<file path="src/rtl/alu_seq.sv">
// alu_seq: sequential WIDTH-bit ALU with an accumulator, iterative
// one-bit-per-cycle shifter, and valid/ready handshakes on both sides.
// Non-shift ops and shifts by 0/1 go IDLE -> EXEC -> DONE. Longer shifts
// go IDLE -> SHIFT -> DONE, with one shift step per cycle.
module alu_seq #(
  parameter int WIDTH   = 8,
  parameter int SHAMT_W = $clog2(WIDTH)
) (
  input  logic               clk,
  input  logic               rst,
  input  logic               in_valid,
  output logic               in_ready,
  input  logic [WIDTH-1:0]   a,
  input  logic [WIDTH-1:0]   b,
  input  logic [2:0]         mode,
  input  logic               use_acc,
  output logic               out_valid,
  input  logic               out_ready,
  output logic [WIDTH-1:0]   result,
  output logic               flag_z,
  output logic               flag_c,
  output logic               flag_n,
  output logic               flag_v
);

  typedef enum logic [2:0] {
    OP_ADD = 3'b000,
    OP_AND = 3'b001,
    OP_OR  = 3'b010,
    OP_NOT = 3'b011,
    OP_SUB = 3'b100,
    OP_XOR = 3'b101,
    OP_SHL = 3'b110,
    OP_SHR = 3'b111
  } op_e;

  typedef enum logic [1:0] {
    S_IDLE,
    S_EXEC,
    S_SHIFT,
    S_DONE
  } state_e;

  state_e             state;
  op_e                op_q;      // latched operation
  logic [WIDTH-1:0]   work;      // operand A, and the shift register in SHIFT
  logic [WIDTH-1:0]   b_q;       // latched operand B
  logic [SHAMT_W-1:0] cnt;       // shift amount / remaining shift steps
  logic [WIDTH-1:0]   acc;

  // Operand selection at the accept edge
  logic [WIDTH-1:0]   a_sel;
  logic [SHAMT_W-1:0] shamt_in;
  logic               long_shift;

  // One-bit shift step of work, direction from the latched op
  logic [WIDTH-1:0]   step_work;
  logic               step_out;

  // ALU result for the EXEC state
  logic [WIDTH-1:0]   alu_res;
  logic               alu_c;
  logic               alu_v;
  logic [WIDTH:0]     sum_ext;
  logic [WIDTH:0]     diff_ext;

  // Decode of the incoming command: operand A source and whether it is a multi-cycle shift
  always_comb begin
    a_sel      = use_acc ? acc : a;
    shamt_in   = b[SHAMT_W-1:0];
    long_shift = ((mode == OP_SHL) || (mode == OP_SHR)) && (shamt_in > SHAMT_W'(1));
  end

  // Single shift step used by both the SHIFT loop and the shift-by-one case
  always_comb begin
    if (op_q == OP_SHL) begin
      step_work = {work[WIDTH-2:0], 1'b0};
      step_out  = work[WIDTH-1];
    end else begin
      step_work = {1'b0, work[WIDTH-1:1]};
      step_out  = work[0];
    end
  end

  // Single-cycle ALU evaluated from the latched operands
  always_comb begin
    // NOTE: every always_comb output gets a default first so no path can infer a latch.
    alu_res  = '0;
    alu_c    = 1'b0;
    alu_v    = 1'b0;
    sum_ext  = {1'b0, work} + {1'b0, b_q};
    diff_ext = {1'b0, work} - {1'b0, b_q};
    case (op_q)
      OP_ADD: begin
        alu_res = sum_ext[WIDTH-1:0];
        alu_c   = sum_ext[WIDTH];
        alu_v   = (work[WIDTH-1] == b_q[WIDTH-1]) && (alu_res[WIDTH-1] != work[WIDTH-1]);
      end
      OP_SUB: begin
        alu_res = diff_ext[WIDTH-1:0];
        alu_c   = diff_ext[WIDTH];  // borrow: set iff work < b_q unsigned
        alu_v   = (work[WIDTH-1] != b_q[WIDTH-1]) && (alu_res[WIDTH-1] != work[WIDTH-1]);
      end
      OP_AND: alu_res = work & b_q;
      OP_OR:  alu_res = work | b_q;
      OP_XOR: alu_res = work ^ b_q;
      OP_NOT: alu_res = ~work;
      OP_SHL, OP_SHR: begin
        // Only shift amounts of 0 or 1 reach EXEC
        if (cnt == '0) begin
          alu_res = work;
        end else begin
          alu_res = step_work;
          alu_c   = step_out;
        end
      end
      default: alu_res = '0;
    endcase
  end

  // Control FSM with registered handshake, result, flag and accumulator outputs
  always_ff @(posedge clk) begin
    // NOTE: sequential state uses non-blocking assignments so every flop samples pre-edge values.
    if (rst) begin
      state     <= S_IDLE;
      op_q      <= OP_ADD;
      work      <= '0;
      b_q       <= '0;
      cnt       <= '0;
      acc       <= '0;
      result    <= '0;
      flag_z    <= 1'b0;
      flag_c    <= 1'b0;
      flag_n    <= 1'b0;
      flag_v    <= 1'b0;
      in_ready  <= 1'b1;
      out_valid <= 1'b0;
    end else begin
      case (state)
        S_IDLE: begin
          if (in_valid) begin
            op_q     <= op_e'(mode);
            work     <= a_sel;
            b_q      <= b;
            cnt      <= shamt_in;
            in_ready <= 1'b0;
            state    <= long_shift ? S_SHIFT : S_EXEC;
          end
        end
        S_EXEC: begin
          result    <= alu_res;
          acc       <= alu_res;
          flag_z    <= (alu_res == '0);
          flag_n    <= alu_res[WIDTH-1];
          flag_c    <= alu_c;
          flag_v    <= alu_v;
          out_valid <= 1'b1;
          state     <= S_DONE;
        end
        S_SHIFT: begin
          work <= step_work;
          cnt  <= cnt - SHAMT_W'(1);
          if (cnt == SHAMT_W'(1)) begin
            result    <= step_work;
            acc       <= step_work;
            flag_z    <= (step_work == '0);
            flag_n    <= step_work[WIDTH-1];
            flag_c    <= step_out;
            flag_v    <= 1'b0;
            out_valid <= 1'b1;
            state     <= S_DONE;
          end
        end
        S_DONE: begin
          if (out_ready) begin
            out_valid <= 1'b0;
            in_ready  <= 1'b1;
            state     <= S_IDLE;
          end
        end
        default: begin
          out_valid <= 1'b0;
          in_ready  <= 1'b1;
          state     <= S_IDLE;
        end
      endcase
    end
  end

endmodule
</file>
<file path="config.mk">
export PLATFORM = sky130hd
export DESIGN_NAME = alu_seq
export DESIGN_NICKNAME = d
export VERILOG_FILES = /design/src/rtl/alu_seq.sv
export SDC_FILE = /design/constraint.sdc
export NUM_CORES = 1
export LEC_CHECK = 0
export CAP_MARGIN = 5
export CORE_MARGIN = 2
export CORE_UTILIZATION = 57
export CTS_CLUSTER_DIAMETER = 150
export DETAILED_ROUTE_END_ITERATION = 8
export GPL_ROUTABILITY_DRIVEN = 0
export GPL_TIMING_DRIVEN = 0
export HOLD_SLACK_MARGIN = 0.1
export PLACE_DENSITY = 0.81
export SYNTH_ARGS = -nofsm -noshare
export SYNTH_HDL_FRONTEND = slang
export SYNTH_SLANG_ARGS = --single-unit
</file>
<file path="constraint.sdc">
create_clock -name clk -period 3.3 [get_ports clk]
set_input_delay 0.66 -clock clk [delete_from_list [all_inputs] [get_ports clk]]
set_output_delay 0.66 -clock clk [all_outputs]
set_load 0.05 [all_outputs]
</file>
==> impl_results.md <==
- Post-DP Area: 0.00379 mm^2
- Clk root buf: clkbuf_8
- Yosys cell types: 58
- Design Power: 2.93 mW
- Area delta synth->final: 16.4%
- Flop pwr share: 0.232
- Core Area: 0.00557 mm^2
- Initial antenna violation count: 0
- FFs w/ async S/R, synth: 0
- Nets@finish: 555
- Register area: 741 um^2
- Deepest clock path buffer count: 2
- Wire per inst: 17.0 um
- Sw Share: 0.510
- DP HPWL: 7400 um
- CP Class: flip-flop to flip-flop
- Top post-synthesis cells by area: dfxtp_1 22%, ha_1 11%, a21oi_1 7.9%
- Initial DRC count: 441
- Arrival time at the worst endpoint: 3350 ps
- Largest net degree at the start of global routing: 13
- # fillers: 502
- Pleak: 1.47 nW
- Die height: 80.5 um
- Finish-stage setup viols: 0
- Synth Flop Type: dfxtp_1
- Final wirelength: 9740 um
- Status: finished, final reports clean
- Multi-input logic area: 0.00234 mm^2
- NetSw: 1.49 mW
- DRC errors left: 0
- Fmax: 319 MHz
- Vias after detailed routing: 3619
- GR Layer Usage met1: 0.410
- Share of cells above drive strength 1: 0.0480
- Post-Layout Inst Area: 0.00389 mm^2
- Hold Path Class: flip-flop to flip-flop
- Die area: 0.00649 mm^2
- Tmin final: 3140 ps
- Post-synth top area cell: dfxtp_1
- Multiplexer share of the synthesized area: 0.0603
- 1st-pass router iterations: 6
- Synth Area in XOR/XNOR: 0.0210
- Internal cell power: 1.44 mW
- CTS Sinks: 37
- Initial cell density of the core: 0.599
- Worst EP required: 3520 ps
- Global-route wire length before repair: 16100 um
- Hold WS: 460 ps
- Worst Tran Pin Value: 735 ps
- Rows: 27
- GR Overflow Total: 0
- ANT nets after route: 0
- Synth Area in Compound Gates: 0.289
- Mapped cell area: 0.00334 mm^2
- Vias in the first global route: 3432
- Rel. slew slack: 0.507
- Mapped Nets: 512
- Synth Area in Simple Gates: 0.205
- Ant. Diodes: 0
- Place WS: 63.9 ps
- Sequential area share after synthesis: 0.222
- Hold Fails Final Rpt: 0
- Hold_buf cts: 0
- Layout Skew: 14.3 ps
- Inst Count DP: 564
- Synth Area in Adders: 0.124
- CTS tree: done
- Pins over their slew limit: 0
- H-tree Lvls: 2
- Routed vias/inst: 6.33
- Total track usage: 0.318
- Grt peak-use layer: met2
- Final worst slack: 164 ps
- Unrepaired setup endpoints after global routing: false
- Logic gate share of total power: 0.651
- Met3 usage: 0.0697
- Period utilisation layout: 0.950
- Cell count after synthesis: 456
- CP Max Fanout: 8
- Area share of the largest cell type after synthesis: 0.222
- Number of flops mapped to enable cells by yosys: 0
- Buffers on Ports: 36
- Largest family of logic cells by synthesized area: compound AO/OA/AOI/OAI gates
- Max-Cap Viols: 0
- Grt met2 use: 0.508
- Per-instance average area after synthesis: 7.32 um^2
- TritonCTS Buffers: 5
- Clock Pin Slew Worst Setup and Hold Paths: 80 ps
- Synth Register Bits: 37
- Startpoint types: flip-flop
- Fin util: 0.697
- Yosys Warn Count: 0
- Die width: 80.5 um
- Worst-Skew Late Latency: 300 ps
- IO Pins: 38
- Max VDD drop: 561 uV
- Worst Setup End Kind: flip-flop
- Clk network pwr share: 0.116
- Non-filler cells, final: 572
- Fin Setup TNS: 0 ps
- Power per Cell Area: 754 mW/mm^2
## flip-flops by register name, indices dropped and copies added, names as in the netlist
register   flops
b_q            8
in_ready       1
work           8
cnt            3
flag_z         1
flag_n         1
out_valid      1
acc            7
op_q           3
flag_v         1
flag_c         1
state          2
## cell families after synthesis
| logic type | count (synthesis) |
|---|---|
| DFF | 37 |
| xor gates and xnor gates | 8 |
| buffers and inverters | 66 |
| muxes | 20 |
| and+or+nand+nor | 149 |
| AOI/OAI and AO/OA | 144 |
| adders and majority gates | 32 |
## timing repair
action,4_1_cts,5_1_grt
gates resized for setup,0,2
setup buffers,0,0
endpoints found under the setup margin,0,1
## layout make-up
cell class,instances,share of cell area
plain buffers,34,0.0370
clock buffers,6,0.0212
clock inverters,2,0.00354
inverters,32,0.0309
multi-input cells,353,0.601
flip-flops and latches,37,0.191
well taps,72,0.0232
repair buffers,36,0.0927
## power by group through the flow
stage | Sequential, mW | Combinational [mW] | Clock [mW]
2_1_floorplan | 0.826 | 1.22 | 0
3_3_place_gp | 0.682 | 1.82 | 0
3_5_place_dp | 0.685 | 1.85 | 0
4_1_cts | 0.676 | 1.87 | 0.341
5_1_grt | 0.697 | 2.06 | 0.359
6_report | 0.681 | 1.91 | 0.341
## metal layers
| layer | vias to the layer above | wire length, um |
|---|---|---|
| met5 | - | 0 |
| met4 | 0 | 395 |
| met3 | 43 | 843 |
| met2 | 199 | 4370 |
| met1 | 1673 | 4130 |
| li1 | 1704 | - |
## path summary, 6_finish.rpt
path / start / endpoint / slack, ps / cells after the start
setup reg to reg: work[1] / flag_n / 160 / 10
hold reg to reg: cnt[1] / cnt[1] / 460 / 2
hold / removal: cnt[1] / cnt[1] / 460 / 2
setup / recovery: work[1] / flag_n / 160 / 10
## worst max-delay path, stage by stage (launching register included)
cell and delay (ps):
dfxtp_1 440, clkbuf_2 260, inv_1 140, ha_1 340
nor2_1 80, o311a_4 340, o41a_4 390, a2111oi_4 350
nor3_1 110, or3_1 380, a311oi_2 230
## synthesized netlist by cell type (5+ instances only)
| cell type | instances |
|---|---|
| a211oi_1 | 14 |
| a21oi_1 | 53 |
| buf_2 | 6 |
| clkbuf_1 | 22 |
| dfxtp_1 | 37 |
| ha_1 | 30 |
| inv_1 | 31 |
| mux2i_1 | 19 |
| nand2_1 | 59 |
| nand2b_1 | 5 |
| nand3_1 | 14 |
| nor2_1 | 35 |
| nor2b_1 | 6 |
| nor3_1 | 10 |
| o211ai_1 | 15 |
| o21ai_0 | 20 |
| o21bai_1 | 6 |
| xnor2_1 | 7 |
## cell usage in the layout (no fill, tap or decap), types with 3 or more instances in the layout
| master | n |
|---|---|
| a211oi_1 | 14 |
| a21oi_1 | 53 |
| a31oi_1 | 4 |
| buf_1 | 4 |
| buf_2 | 6 |
| clkbuf_1 | 21 |
| clkbuf_8 | 6 |
| clkdlybuf4s50_1 | 36 |
| dfxtp_1 | 37 |
| ha_1 | 30 |
| inv_1 | 31 |
| mux2i_1 | 19 |
| nand2_1 | 59 |
| nand2b_1 | 5 |
| nand3_1 | 14 |
| nand4_1 | 3 |
| nor2_1 | 35 |
| nor2b_1 | 6 |
| nor3_1 | 10 |
| o2111ai_1 | 3 |
| o211ai_1 | 15 |
| o21ai_0 | 20 |
| o21bai_1 | 6 |
| o22ai_1 | 4 |
| or3_1 | 3 |
| xnor2_1 | 7 |
(Power assumes the default switching activity.)
